===== config.mk =====
export PLATFORM = sky130hd
export DESIGN_NAME = mest_pro_control_flat
export DESIGN_NICKNAME = d
export VERILOG_FILES = /design/src/rtl/mest_pro_pkg.sv /design/src/rtl/mest_pro_control_if.sv /design/src/rtl/mest_pro_decoder.sv /design/src/rtl/mest_pro_control.sv /design/src/flat_wrapper.sv
export SDC_FILE = /design/constraint.sdc
export NUM_CORES = 1
export LEC_CHECK = 0
export CORE_MARGIN = 5
export CORE_UTILIZATION = 41
export DETAILED_ROUTE_END_ITERATION = 7
export PLACE_DENSITY_LB_ADDON = 0.25
export SLEW_MARGIN = 20
export SYNTH_ARGS = -nofsm -noshare
export SYNTH_HDL_FRONTEND = slang
export SYNTH_SLANG_ARGS = --single-unit

===== constraint.sdc =====
create_clock -name clk -period 2 [get_ports clk]
set_input_delay 0.3 -clock clk [delete_from_list [all_inputs] [get_ports clk]]
set_output_delay 0.3 -clock clk [all_outputs]
set_load 0.05 [all_outputs]

===== src/rtl/mest_pro_pkg.sv =====
// Shared types and constants for the MEST Pro control/decode stage:
// opcode, sequencer state, ALU op and the decoded control bundle.
package mest_pro_pkg;

    localparam int OP_CODE_SIZE     = 4;
    localparam int FIELD_W          = 8;
    localparam int INSTRUCTION_SIZE = OP_CODE_SIZE + 3 * FIELD_W;

    localparam int OPC_LSB  = 24;
    localparam int DST_LSB  = 16;
    localparam int SRCA_LSB = 8;
    localparam int SRCB_LSB = 0;

    typedef enum logic [OP_CODE_SIZE-1:0] {
        OP_NOP  = 4'h0,
        OP_ADD  = 4'h1,
        OP_SUB  = 4'h2,
        OP_AND  = 4'h3,
        OP_OR   = 4'h4,
        OP_XOR  = 4'h5,
        OP_LDK  = 4'h6,
        OP_MOV  = 4'h7,
        OP_JMP  = 4'h8,
        OP_CALL = 4'h9,
        OP_RET  = 4'hA,
        OP_JZ   = 4'hB,
        OP_HALT = 4'hC
    } opcode_e;

    typedef enum logic [2:0] {
        ST_IDLE   = 3'd0,
        ST_FETCH  = 3'd1,
        ST_DECODE = 3'd2,
        ST_EXEC   = 3'd3,
        ST_DONE   = 3'd4
    } state_e;

    typedef enum logic [2:0] {
        ALU_PASS = 3'd0,
        ALU_ADD  = 3'd1,
        ALU_SUB  = 3'd2,
        ALU_AND  = 3'd3,
        ALU_OR   = 3'd4,
        ALU_XOR  = 3'd5
    } alu_op_e;

    typedef struct packed {
        alu_op_e alu_op;
        logic    imm_sel;
        logic    rf_we;
        logic    jump;
        logic    is_jz;
        logic    ret;
        logic    halt;
        logic    illegal;
    } ctrl_t;

    function automatic logic [FIELD_W-1:0] field_of(input logic [INSTRUCTION_SIZE-1:0] instr,
                                                   input int lsb);
        return instr[lsb +: FIELD_W];
    endfunction

endpackage


===== src/rtl/mest_pro_control_if.sv =====
// Signal bundle between the control stage, the fetch stage and the datapath.
// Handshake: no valid/ready; i_start is a level sampled only in IDLE, everything else is per-cycle.
interface mest_pro_control_if;
    import mest_pro_pkg::*;

    logic                        i_start;
    logic                        i_stop;
    logic [INSTRUCTION_SIZE-1:0] i_decode_reg;
    logic                        i_zero_flag;
    logic                        o_idle_state;
    logic                        o_fetch_state;
    logic                        o_exec_state;
    logic                        o_jump;
    logic                        o_return_pc;
    logic [FIELD_W-1:0]          o_const_K;
    logic [2:0]                  o_alu_op;
    logic                        o_imm_sel;
    logic                        o_rf_we;
    logic [FIELD_W-1:0]          o_rf_waddr;
    logic [FIELD_W-1:0]          o_rf_raddr_a;
    logic [FIELD_W-1:0]          o_rf_raddr_b;
    logic                        o_busy;
    logic                        o_done;
    logic                        o_illegal;
    state_e                      o_dbg_state;

    modport master (
        output i_start, i_stop, i_decode_reg, i_zero_flag,
        input  o_idle_state, o_fetch_state, o_exec_state, o_jump, o_return_pc,
               o_const_K, o_alu_op, o_imm_sel, o_rf_we, o_rf_waddr,
               o_rf_raddr_a, o_rf_raddr_b, o_busy, o_done, o_illegal, o_dbg_state
    );

    modport slave (
        input  i_start, i_stop, i_decode_reg, i_zero_flag,
        output o_idle_state, o_fetch_state, o_exec_state, o_jump, o_return_pc,
               o_const_K, o_alu_op, o_imm_sel, o_rf_we, o_rf_waddr,
               o_rf_raddr_a, o_rf_raddr_b, o_busy, o_done, o_illegal, o_dbg_state
    );

endinterface


===== src/rtl/mest_pro_decoder.sv =====
// Combinational opcode decoder: maps a registered opcode to the control bundle.
// Reserved opcodes decode as NOP with the illegal flag raised.
module mest_pro_decoder
    import mest_pro_pkg::*;
(
    input  opcode_e i_opcode,
    output ctrl_t   o_ctrl
);

    always_comb begin
        o_ctrl = '0;
        case (i_opcode)
            OP_NOP:  ;
            OP_ADD:  begin o_ctrl.alu_op = ALU_ADD; o_ctrl.rf_we = 1'b1; end
            OP_SUB:  begin o_ctrl.alu_op = ALU_SUB; o_ctrl.rf_we = 1'b1; end
            OP_AND:  begin o_ctrl.alu_op = ALU_AND; o_ctrl.rf_we = 1'b1; end
            OP_OR:   begin o_ctrl.alu_op = ALU_OR;  o_ctrl.rf_we = 1'b1; end
            OP_XOR:  begin o_ctrl.alu_op = ALU_XOR; o_ctrl.rf_we = 1'b1; end
            OP_LDK:  begin o_ctrl.imm_sel = 1'b1;   o_ctrl.rf_we = 1'b1; end
            OP_MOV:  o_ctrl.rf_we   = 1'b1;
            OP_JMP:  o_ctrl.jump    = 1'b1;
            OP_CALL: o_ctrl.jump    = 1'b1;
            OP_RET:  o_ctrl.ret     = 1'b1;
            OP_JZ:   o_ctrl.is_jz   = 1'b1;
            OP_HALT: o_ctrl.halt    = 1'b1;
            default: o_ctrl.illegal = 1'b1;
        endcase
    end

endmodule


===== src/rtl/mest_pro_control.sv =====
// MEST Pro control stage: IDLE/FETCH/DECODE/EXEC/DONE sequencer, decode registers,
// and EXEC-gated branch / register-write controls. One instruction in flight.
module mest_pro_control
    import mest_pro_pkg::*;
(
    input  logic               clk,
    input  logic               i_reset_n,
    mest_pro_control_if.slave  bus
);

    state_e             r_state;
    state_e             w_next_state;
    opcode_e            r_opcode;
    logic [FIELD_W-1:0] r_dst;
    logic [FIELD_W-1:0] r_srca;
    logic [FIELD_W-1:0] r_srcb;
    logic [FIELD_W-1:0] r_const_k;
    opcode_e            w_in_opcode;
    ctrl_t              w_ctrl;

    logic w_idle;
    logic w_fetch;
    logic w_exec;
    logic w_jump;
    logic w_ret;
    logic w_rf_we;
    logic w_illegal;
    logic w_done;

    assign w_in_opcode = opcode_e'(bus.i_decode_reg[OPC_LSB +: OP_CODE_SIZE]);

    mest_pro_decoder u_decoder (
        .i_opcode (r_opcode),
        .o_ctrl   (w_ctrl)
    );

    always_ff @(posedge clk or negedge i_reset_n) begin
        if (!i_reset_n) begin
            r_state <= ST_IDLE;
        end else begin
            r_state <= w_next_state;
        end
    end

    always_comb begin
        w_next_state = r_state;
        w_idle       = 1'b0;
        w_fetch      = 1'b0;
        w_exec       = 1'b0;
        w_done       = 1'b0;
        case (r_state)
            ST_IDLE: begin
                w_idle = 1'b1;
                if (bus.i_start && !bus.i_stop) w_next_state = ST_FETCH;
            end
            ST_FETCH: begin
                w_fetch      = 1'b1;
                w_next_state = ST_DECODE;
            end
            ST_DECODE: w_next_state = ST_EXEC;
            ST_EXEC: begin
                w_exec       = 1'b1;
                w_next_state = w_ctrl.halt ? ST_DONE : ST_FETCH;
            end
            ST_DONE: begin
                w_done       = 1'b1;
                w_next_state = ST_IDLE;
            end
            default: w_next_state = ST_IDLE;
        endcase
        // Abort wins over every sequencing decision once the program is running.
        if (r_state != ST_IDLE && bus.i_stop) w_next_state = ST_IDLE;

        w_jump    = w_exec & (w_ctrl.jump | (w_ctrl.is_jz & bus.i_zero_flag));
        w_ret     = w_exec & w_ctrl.ret;
        w_rf_we   = w_exec & w_ctrl.rf_we;
        w_illegal = w_exec & w_ctrl.illegal;
    end

    // Fetch latches the instruction at the end of FETCH, so it is stable throughout DECODE.
    always_ff @(posedge clk or negedge i_reset_n) begin
        if (!i_reset_n) begin
            r_opcode  <= OP_NOP;
            r_dst     <= '0;
            r_srca    <= '0;
            r_srcb    <= '0;
            r_const_k <= '0;
        end else if (r_state == ST_DECODE && !bus.i_stop) begin
            r_opcode <= w_in_opcode;
            r_dst    <= field_of(bus.i_decode_reg, DST_LSB);
            r_srca   <= field_of(bus.i_decode_reg, SRCA_LSB);
            r_srcb   <= field_of(bus.i_decode_reg, SRCB_LSB);
            if (w_in_opcode == OP_LDK) begin
                r_const_k <= field_of(bus.i_decode_reg, SRCB_LSB);
            end else if (w_in_opcode inside {OP_JMP, OP_CALL, OP_JZ}) begin
                r_const_k <= field_of(bus.i_decode_reg, DST_LSB);
            end
        end
    end

    assign bus.o_idle_state  = w_idle;
    assign bus.o_fetch_state = w_fetch;
    assign bus.o_exec_state  = w_exec;
    assign bus.o_jump        = w_jump;
    assign bus.o_return_pc   = w_ret;
    assign bus.o_const_K     = r_const_k;
    assign bus.o_alu_op      = w_ctrl.alu_op;
    assign bus.o_imm_sel     = w_ctrl.imm_sel;
    assign bus.o_rf_we       = w_rf_we;
    assign bus.o_rf_waddr    = r_dst;
    assign bus.o_rf_raddr_a  = r_srca;
    assign bus.o_rf_raddr_b  = r_srcb;
    assign bus.o_busy        = ~w_idle;
    assign bus.o_done        = w_done;
    assign bus.o_illegal     = w_illegal;
    assign bus.o_dbg_state   = r_state;

endmodule


===== src/flat_wrapper.sv =====
// flat-port wrapper written by rule: the top's interface ports become plain ports
module mest_pro_control_flat import mest_pro_pkg::*;
  (clk, i_reset_n, bus_i_start, bus_i_stop, bus_i_decode_reg, bus_i_zero_flag, bus_o_idle_state, bus_o_fetch_state, bus_o_exec_state, bus_o_jump, bus_o_return_pc, bus_o_const_K, bus_o_alu_op, bus_o_imm_sel, bus_o_rf_we, bus_o_rf_waddr, bus_o_rf_raddr_a, bus_o_rf_raddr_b, bus_o_busy, bus_o_done, bus_o_illegal, bus_o_dbg_state);
  mest_pro_control_if bus_i ();
  input  logic clk;
  input  logic i_reset_n;
  input wire logic [$bits(bus_i.i_start)-1:0] bus_i_start;
  input wire logic [$bits(bus_i.i_stop)-1:0] bus_i_stop;
  input wire logic [$bits(bus_i.i_decode_reg)-1:0] bus_i_decode_reg;
  input wire logic [$bits(bus_i.i_zero_flag)-1:0] bus_i_zero_flag;
  output wire logic [$bits(bus_i.o_idle_state)-1:0] bus_o_idle_state;
  output wire logic [$bits(bus_i.o_fetch_state)-1:0] bus_o_fetch_state;
  output wire logic [$bits(bus_i.o_exec_state)-1:0] bus_o_exec_state;
  output wire logic [$bits(bus_i.o_jump)-1:0] bus_o_jump;
  output wire logic [$bits(bus_i.o_return_pc)-1:0] bus_o_return_pc;
  output wire logic [$bits(bus_i.o_const_K)-1:0] bus_o_const_K;
  output wire logic [$bits(bus_i.o_alu_op)-1:0] bus_o_alu_op;
  output wire logic [$bits(bus_i.o_imm_sel)-1:0] bus_o_imm_sel;
  output wire logic [$bits(bus_i.o_rf_we)-1:0] bus_o_rf_we;
  output wire logic [$bits(bus_i.o_rf_waddr)-1:0] bus_o_rf_waddr;
  output wire logic [$bits(bus_i.o_rf_raddr_a)-1:0] bus_o_rf_raddr_a;
  output wire logic [$bits(bus_i.o_rf_raddr_b)-1:0] bus_o_rf_raddr_b;
  output wire logic [$bits(bus_i.o_busy)-1:0] bus_o_busy;
  output wire logic [$bits(bus_i.o_done)-1:0] bus_o_done;
  output wire logic [$bits(bus_i.o_illegal)-1:0] bus_o_illegal;
  output wire logic [$bits(bus_i.o_dbg_state)-1:0] bus_o_dbg_state;
  assign bus_i.i_start = bus_i_start;
  assign bus_i.i_stop = bus_i_stop;
  assign bus_i.i_decode_reg = bus_i_decode_reg;
  assign bus_i.i_zero_flag = bus_i_zero_flag;
  assign bus_o_idle_state = bus_i.o_idle_state;
  assign bus_o_fetch_state = bus_i.o_fetch_state;
  assign bus_o_exec_state = bus_i.o_exec_state;
  assign bus_o_jump = bus_i.o_jump;
  assign bus_o_return_pc = bus_i.o_return_pc;
  assign bus_o_const_K = bus_i.o_const_K;
  assign bus_o_alu_op = bus_i.o_alu_op;
  assign bus_o_imm_sel = bus_i.o_imm_sel;
  assign bus_o_rf_we = bus_i.o_rf_we;
  assign bus_o_rf_waddr = bus_i.o_rf_waddr;
  assign bus_o_rf_raddr_a = bus_i.o_rf_raddr_a;
  assign bus_o_rf_raddr_b = bus_i.o_rf_raddr_b;
  assign bus_o_busy = bus_i.o_busy;
  assign bus_o_done = bus_i.o_done;
  assign bus_o_illegal = bus_i.o_illegal;
  assign bus_o_dbg_state = bus_i.o_dbg_state;
  mest_pro_control u_core (.clk(clk), .i_reset_n(i_reset_n), .bus(bus_i));
endmodule

# Yosys cells after proc, flatten, opt, wreduce, memory -nomap -nowiden
# Cells that the tools add are included.
# classes
n_mux,18
div_mod_pow,0
addsub,0
n_mul,0
reduce_logical,13
shifts,0
eq_ne,21
n_lt_le_gt_ge,0
n_bitwise,7
# ops
cell,count
$eq 4x4->1 const B,8
$eq 4x3->1 const B,5
$mux 8,2
$pmux 3 s5,1
$reduce_or 13->1,1
$pmux 3 s4,1
$mux 1,11
$mux 3,3
$eq 4x2->1 const B,2
$reduce_or 7->1,1
$eq 3x2->1 const B,2
$reduce_bool 3->1,2
$and 1x1->1,5
$eq 4x1->1 const B,1
$logic_not 4->1,1
$eq 3x1->1 const B,1
$eq 3x3->1 const B,1
$logic_and 1x1->1,3
$logic_not 3->1,1
$ne 3x1->1 const B,1
$reduce_and 2->1,1
$reduce_bool 2->1,1
$reduce_or 2->1,1
$logic_not 1->1,1
other kinds (2),2
# word_totals
ram_bits,0
in_bits,33
mem_count,0
latchBits,0
mem_bits_ro,0
register_bits,39
output_inout_bits,48

# Depth between registers and ports, before layout
# Gate-level depths: netlist of run 1.
# depth
depth_word,5
mapped_depth,6

# Hierarchy
# From an unflattened synthesis of run 1, not the netlist that was laid out.
# hier_totals
cells_unflattened,131
hier_area_um2,1838.0
# by_module_without_submodules
module,instances,area_per_inst_um2,cells_per_inst
mest_pro_control,1,1727.9,114
mest_pro_decoder,1,110.1,17

# Worst setup path before layout of run 1
# No wires, ideal clock.
# synth_timing
path_kind,register -> output
start,"register u_core.r_state[1], in the netlist u_core.bus.o_dbg_state[1]"
end,output port bus_o_jump
setup_slack_ps,-1039
path_stages_with_launch,5
arrival_ps,2739
required_time_ps,1700
path_cell_list,dfrtp_1 buf_2 and3b_1 nand2_1 a211oi_1
# synth_via
elab_chain_len,3
# synth_lines
item,line_no,source
"start, declared",mest_pro_control.sv:11,state_e r_state;
"start signal, assigned",mest_pro_control.sv:41,r_state <= w_next_state;
$eq 3x2->1,mest_pro_control.sv:51,case (r_state)
$mux 1,mest_pro_control.sv:51,
via bus_o_exec_state,flat_wrapper.sv:13,output wire logic [$bits(bus_i.o_exec_state)-1:0] bus_o_exec_state;
$and 1x1->1,mest_pro_control.sv:74,w_jump = w_exec & (w_ctrl.jump | (w_ctrl.is_jz & bus.i_zero_flag));
"end, declared",flat_wrapper.sv:14,output wire logic [$bits(bus_i.o_jump)-1:0] bus_o_jump;
# The timed path passes the listed nets, and every way through them passes these cells.

# Final worst setup path of run 1
# layout_timing
start,"register u_core.r_state[2], in the netlist u_core.bus.o_dbg_state[2]"
end,output port bus_o_jump
# layout_via
elab_chain_len,3
# layout_lines
item,line_no
$eq 3x2->1,mest_pro_control.sv:51
$mux 1,mest_pro_control.sv:51
$and 1x1->1,mest_pro_control.sv:74
# No other way between the ends.

==> summary.md, run 1 <==
| Metric | Value |
|---|---|
| Flop pwr share | `29.2%` |
| Worst Hold End | `u_core.bus.o_rf_raddr_a[1]$_DFFE_PN0P_` |
| Finished Core Util | `66.75%` |
| Most common cell after layout, fill and taps aside | `clkdlybuf4s50_1` |
| Clk buf depth | `2` |
| Clk_lat worst skew | `0.29 ns` |
| Max Clock Skew | `0.002813 ns` |
| Die width | `76.04 um` |
| CP required | `1.70 ns` |
| CTS tree | `yes` |
| Drt total wl | `4.389 mm` |
| Status | `completed` |
| Starting Density | `41.64%` |
| Data arrival time of the worst path | `1.64 ns` |
| Clock-pin slew on the worst setup and hold paths | `0.07 ns` |
| Syn Nets | `159` |
| DR vias | `1303` |
| Row count | `24` |
| Peak supply drop | `1016 uV` |
| PnR Total Power | `0.005095 W` |
| Detailed Route Iter0 Violations | `28` |
| Most frequent cells in the layout | `clkdlybuf4s50_1, dfrtp_1, mux2_2, buf_4` |
| Cell Count, Final, Fillers Out | `263` |
| GRT Overall Usage | `15.95%` |
| Global-route wire length before repair | `7.458 mm` |
| Die area | `5781 um^2` |
| Routed WL per cell | `16.69 um` |
| Sequential fraction of the synthesis area | `54.58%` |
| CP delay by family, top | `simple AND/OR/NAND/NOR gates` |
| Crit path buf inv count | `1` |
| FF-to-FF End | `u_core.bus.o_rf_raddr_b[4]$_DFFE_PN0P_` |
| R2R setup slack | `0.38 ns` |
| Max Clk Rate | `0.5156 GHz` |
| Worst hold stages | `1` |
| Setup crit start | `u_core.bus.o_dbg_state[2]$_DFFE_PN0P_` |
| Fin crit share | `96.98%` |
| Final slew viol count | `0` |
| Vias in the first global route | `1503` |
| Die Ht | `76.04 um` |
| Lkg Pwr | `1.181 nW` |
| Largest stage delay, worst path | `0.46 ns` |
| Synth area leader | `dfrtp_1` |
| Final Hold Fails | `0` |
| CTS resizes | `0` |
| Internal power | `0.002680 W` |
| Initial antenna violation count | `0` |
| Comb pwr share | `58.1%` |
| RD Place Congestion | `0.7334` |
| Clk root buf | `clkbuf_8` |
| Tightest Pin Transition | `0.5486 ns` |
| Switching Fraction | `47.40%` |
| Largest net degree at the start of global routing | `26` |
| Post-route minimum period | `1.940 ns` |
| Cells after synthesis | `126` |
| Design area | `2867 um^2` |
| Crit path max fanout | `8` |
| Placed cells | `254` |
| Mapped Area | `1788 um^2` |
| Area share of the leading cell type in the synthesized netlist | `54.58%` |
| # DRC | `0` |
| Area grow syn2layout | `60.32%` |
| CTS Buf Count | `5` |
| Synthesis Warnings | `0` |
| CP Cell Sequence | `and3b_4, nand2_1, a211oi_4, buf_12` |
| Pwr dens | `1777 nW/um^2` |
| Nets | `243` |
| Max cap viols | `0` |
| Slowest stage cell, crit path | `dfrtp_2` |
| P_sw | `0.002415 W` |
| FF-to-FF path depth | `3` |
| Relative slew slack | `63.43%` |
| Worst Setup Start Kind | `flip-flop` |
| Netlist cell types | `27` |
| Hold crit path type | `flip-flop to flip-flop` |
| Top post-synthesis cells by area | `dfrtp_1, mux2_2, mux2_4` |
| Antenna-violating nets left | `0` |
| Count of state elements after synthesis | `39` |
| Core box area | `4294 um^2` |
| Filler cell count | `310` |
| Avg Inst Size Synth | `14.19 um^2` |
| Hold Path Origin | `u_core.bus.o_rf_raddr_a[1]$_DFFE_PN0P_` |
| Initial DRT Pass Iterations | `4` |
| Layout cells sized above 1 | `39.81%` |
| H-tree depth | `2` |
| Congestion Overflow GR | `0` |
| FF-to-FF Start | `u_core.bus.o_dbg_state[2]$_DFFE_PN0P_` |
| Hpwl dp | `3.503 mm` |
| PortBufs | `80` |
| Post-DR vias/cell | `4.954` |
| CTS sink cnt | `39` |
| Setup crit end kind | `output port` |
| Final setup violation count | `0` |
| Post-DP Area | `2744 um^2` |
| Clock power frac | `12.7%` |
| Crit Path Category | `flip-flop to output port` |
| Unrepaired setup endpoints after global routing | `false` |
| I/O Pins | `81` |
| Antenna Cells | `0` |
| Setup bufs post-CTS | `0` |
[through the flow]
step,setup slack [ns],setup TNS [ns],hold slack (ns)
floorplan,-0.1498,-0.3521,0.004409
global placement,0.04393,0,0.3039
detailed placement,-0.01632,-0.05933,0.3159
CTS,0.02899,0,0.5116
global route,0.009900,0,0.5152
finish,0.06038,0,0.5065
[what timing repair did]
item / 4_1_cts / 5_1_grt
setup endpoints to repair: 1 / 2
hold buffers: 1 / 0
endpoints found under the hold margin: 5 / 0
pin swaps: 1 / 1
[per-layer routing]
layer	up-vias	part of all wire (%)	GRT usage [%]
met4	0	1.0	4.804
li1	614	-	-
met1	638	41	18.95
met5	-	0	0
met2	46	51	27.14
met3	5	6.8	5.319
[power by group through the flow]
stage               Clock, W  Combinational, W  Sequential [W]
global placement           0           0.00293         0.00147
finish              0.000648           0.00296         0.00149
global route        0.000692           0.00308         0.00155
detailed placement         0           0.00298         0.00150
floorplan                  0          0.000854         0.00255
CTS                 0.000666           0.00299         0.00149
[synth_stat cells (all sizes together)]
master,instances
dfrtp,39
o21ai,1
clkbuf,3
mux2,43
inv,2
nor4bb,1
a2111oi,1
nor3,3
o21a,1
o31ai,1
nor2b,1
nand2,3
nand3,2
or3,1
buf,6
nor2,6
nor4b,1
a21oi,1
nand2b,1
nor3b,4
xnor2,1
a211oi,2
and3b,2
[cell type report]
| cell class | instances | area, um^2 | share of cell area (%) |
|---|---|---|---|
| well taps | 52 | 65.06 | 2.270 |
| clock buffers | 5 | 68.82 | 2.401 |
| repair buffers | 86 | 910.9 | 31.78 |
| flip-flops and latches | 39 | 979.7 | 34.18 |
| inverters | 2 | 7.507 | 0.2619 |
| multi-input cells | 76 | 790.8 | 27.59 |
| clock inverters | 3 | 43.79 | 1.528 |
[flip-flops by register name, indices dropped and copies added (netlist names)]
register,count
u_core.bus.o_dbg_state,3
u_core.r_opcode,4
u_core.bus.o_rf_waddr,8
u_core.bus.o_const_K,8
u_core.bus.o_rf_raddr_b,8
u_core.bus.o_rf_raddr_a,8
[cell families (layout without fill, tap and decap cells)]
kind of cell / Yosys count / after routing / synth area share, %
DFF: 39 / 39 / 54.58
and+or+nand+nor: 25 / 25 / 9.517
buffers and inverters: 11 / 96 / 3.919
xor gates and xnor gates: 1 / 1 / 0.4899
muxes: 43 / 43 / 28.76
AOI/OAI and AO/OA: 7 / 7 / 2.729
[how the worst max path moves through the flow]
stage | cells after the start | to
after floorplan | 2 | bus_o_done
after global placement | 6 | u_core.bus.o_const_K[4]$_DFFE_PN0P_
after detailed placement | 6 | u_core.bus.o_const_K[1]$_DFFE_PN0P_
after CTS | 4 | bus_o_return_pc
after global routing | 4 | bus_o_jump
final | 4 | bus_o_jump
(Power assumes the default switching activity.)
==> inputs of run 2 (changes only) <==
Settings changed: ABC_AREA from default to 1.
==> summary.md, run 2 <==
| Metric | Value |
|---|---|
| Clk_lat worst skew | `0.28 ns` |
| FF-to-FF End | `u_core.bus.o_const_K[2]$_DFFE_PN0P_` |
| Relative slew slack | `65.49%` |
| H-tree depth | `2` |
| Setup crit start | `u_core.bus.o_dbg_state[1]$_DFFE_PN0P_` |
| Area grow syn2layout | `55.78%` |
| Synth area leader | `dfrtp_1` |
| Antenna Cells | `0` |
| Die width | `76.20 um` |
| Clk root buf | `clkbuf_8` |
| CP required | `1.70 ns` |
| Most common cell after layout, fill and taps aside | `nand2_1` |
| Netlist cell types | `20` |
| Post-DR vias/cell | `4.723` |
| RD Place Congestion | `0.7987` |
| R2R setup slack | `0.59 ns` |
| Unrepaired setup endpoints after global routing | `false` |
| CP delay by family, top | `buffers and inverters` |
| Most frequent cells in the layout | `nand2_1, clkdlybuf4s50_1, dfrtp_1, buf_4, inv_1` |
| Starting Density | `41.84%` |
| PnR Total Power | `0.004681 W` |
| Area share of the leading cell type in the synthesized netlist | `54.32%` |
| Congestion Overflow GR | `0` |
| Worst Setup Start Kind | `flip-flop` |
| Cells after synthesis | `228` |
| Top post-synthesis cells by area | `dfrtp_1, nand2_1, nand3_1` |
| Fin crit share | `91.09%` |
| Syn Nets | `261` |
| Die Ht | `76.20 um` |
| Clk buf depth | `2` |
| Mapped Area | `1797 um^2` |
| Initial antenna violation count | `0` |
| Final slew viol count | `0` |
| FF-to-FF path depth | `6` |
| Slowest stage cell, crit path | `clkdlybuf4s50_1` |
| Most frequent cells after synthesis | `nand2_1, dfrtp_1, inv_1, nand3_1` |
| DR vias | `1724` |
| Layout cells sized above 1 | `13.10%` |
| Drt total wl | `4.818 mm` |
| Max cap viols | `0` |
| Tightest Pin Transition | `0.5161 ns` |
| CTS Buf Count | `5` |
| Row count | `24` |
| I/O Pins | `81` |
| Setup crit end kind | `output port` |
| Crit path buf inv count | `1` |
| Initial DRT Pass Iterations | `4` |
| Post-route minimum period | `1.822 ns` |
| PortBufs | `80` |
| Vias in the first global route | `1831` |
| Detailed Route Iter0 Violations | `69` |
| Final Hold Fails | `0` |
| Max Clock Skew | `0.002804 ns` |
| Global-route wire length before repair | `8.424 mm` |
| Data arrival time of the worst path | `1.52 ns` |
| CP Cell Sequence | `clkdlybuf4s50_1` |
| Hold crit path type | `primary input to async pin` |
| Stages on worst setup path | `1` |
| Synthesis Warnings | `0` |
| Synth Flop Type | `dfrtp_1` |
| Avg Inst Size Synth | `7.880 um^2` |
| Async S/R FF share, synth | `100.0%` |
| Hpwl dp | `3.753 mm` |
| Core box area | `4294 um^2` |
| CTS tree | `yes` |
| GRT Overall Usage | `17.41%` |
| FF-to-FF Start | `u_core.bus.o_dbg_state[2]$_DFFE_PN0P_` |
| Die area | `5806 um^2` |
| Largest stage delay, worst path | `0.82 ns` |
| Final setup violation count | `0` |
| Routed WL per cell | `13.20 um` |
| Post-synth EDFFs | `0` |
| # DRC | `0` |
| CTS sink cnt | `39` |
| Max Clk Rate | `0.5489 GHz` |
| Sequential fraction of the synthesis area | `54.32%` |
| Nets | `347` |
| Antenna-violating nets left | `0` |
| Setup bufs post-CTS | `0` |
| Largest net degree at the start of global routing | `26` |
| Top-count cell post-synth | `nand2_1` |
| Crit Path Category | `flip-flop to output port` |
| Lkg Pwr | `1.398 nW` |
| Setup Total Neg Slack | `0 ns` |
| Worst Setup EP | `bus_o_dbg_state[1]` |
| Pwr dens | `1672 nW/um^2` |
| Count of state elements after synthesis | `39` |
| Status | `completed` |
| Crit path max fanout | `5` |
| Peak supply drop | `1150 uV` |
| Clock-pin slew on the worst setup and hold paths | `0.07 ns` |
[run 2: changes by cell type after synthesis, sizes merged, moves of 2 or more]
cell    previous run  this run
nand2              3       128
mux2              43         0
inv                2        14
nand3              2        10
nor2               6        12
nor3               3         8
o21ai              1         6
a21oi              1         4
nor3b              4         1
a211oi             2         0
and3b              2         0
clkbuf             3         1
[run 2: worst min path at each step]
stage | startpoint | end | slack, ns | cells after the start
global placement | i_reset_n | u_core.bus.o_dbg_state[0]$_DFFE_PN0P_ | 0.21 | 1
floorplan | i_reset_n | u_core.bus.o_const_K[0]$_DFFE_PN0P_ | 0.004 | 0
global route | i_reset_n | u_core.r_opcode[1]$_DFFE_PN0P_ | 0.48 | 2
finish | i_reset_n | u_core.bus.o_dbg_state[0]$_DFFE_PN0P_ | 0.44 | 2
detailed placement | i_reset_n | u_core.bus.o_dbg_state[0]$_DFFE_PN0P_ | 0.22 | 1
CTS | i_reset_n | u_core.r_opcode[1]$_DFFE_PN0P_ | 0.45 | 2
[run 2: kinds of logic (layout without fill, tap and decap cells)]
family / after synthesis / in the layout / share of synthesized area [%]
flops: 39 / 39 / 54.32
simple gates: 159 / 159 / 37.33
compound gates: 10 / 10 / 3.412
buf+inv: 20 / 105 / 4.943
[run 2: routing by layer]
metal / part of all wire, % / track usage (%) / vias up
met1: 43 / 22.29 / 796
met4: 1.1 / 4.720 / 0
met2: 49 / 28.68 / 51
met5: 0 / 0 / -
met3: 6.7 / 5.083 / 8
li1: - / - / 869
[run 2: power breakdown]
group | switching (W) | internal (W) | leakage (nW)
Combinational | 0.00191 | 0.000886 | 0.873
Clock | 0.000250 | 0.000232 | 0.0371
Sequential | 0.000266 | 0.00113 | 0.488
Total | 0.00243 | 0.00225 | 1.40
[run 2: area by class of cell]
class	instances	area, um^2
inverter	14	55.05
multi-input combinational	169	773.2
clock buffer	6	72.57
sequential	39	979.7
tap	52	65.06
timing repair buffer	85	853.3
fill	379	1495
[run 2: per-stage QoR]
stage / setup WS, ns / area (um^2) / hold slack [ns] / instances / utilization (%)
global placement: 0.3452 / 2716 / 0.2122 / 358 / 63.26
global route: 0.07628 / 2799 / 0.4788 / 365 / 65.18
CTS: 0.1704 / 2799 / 0.4474 / 365 / 65.18
detailed placement: 0.3071 / 2716 / 0.2165 / 358 / 63.26
finish: 0.1782 / 2799 / 0.4417 / 365 / 65.18
floorplan: 0.003748 / 1842 / 0.004409 / 228 / -
[run 2: timing repair]
action                                 in CTS  in global routing
resized for setup                           0                  0
hold buffers                                1                  0
endpoints found under the hold margin      12                  0
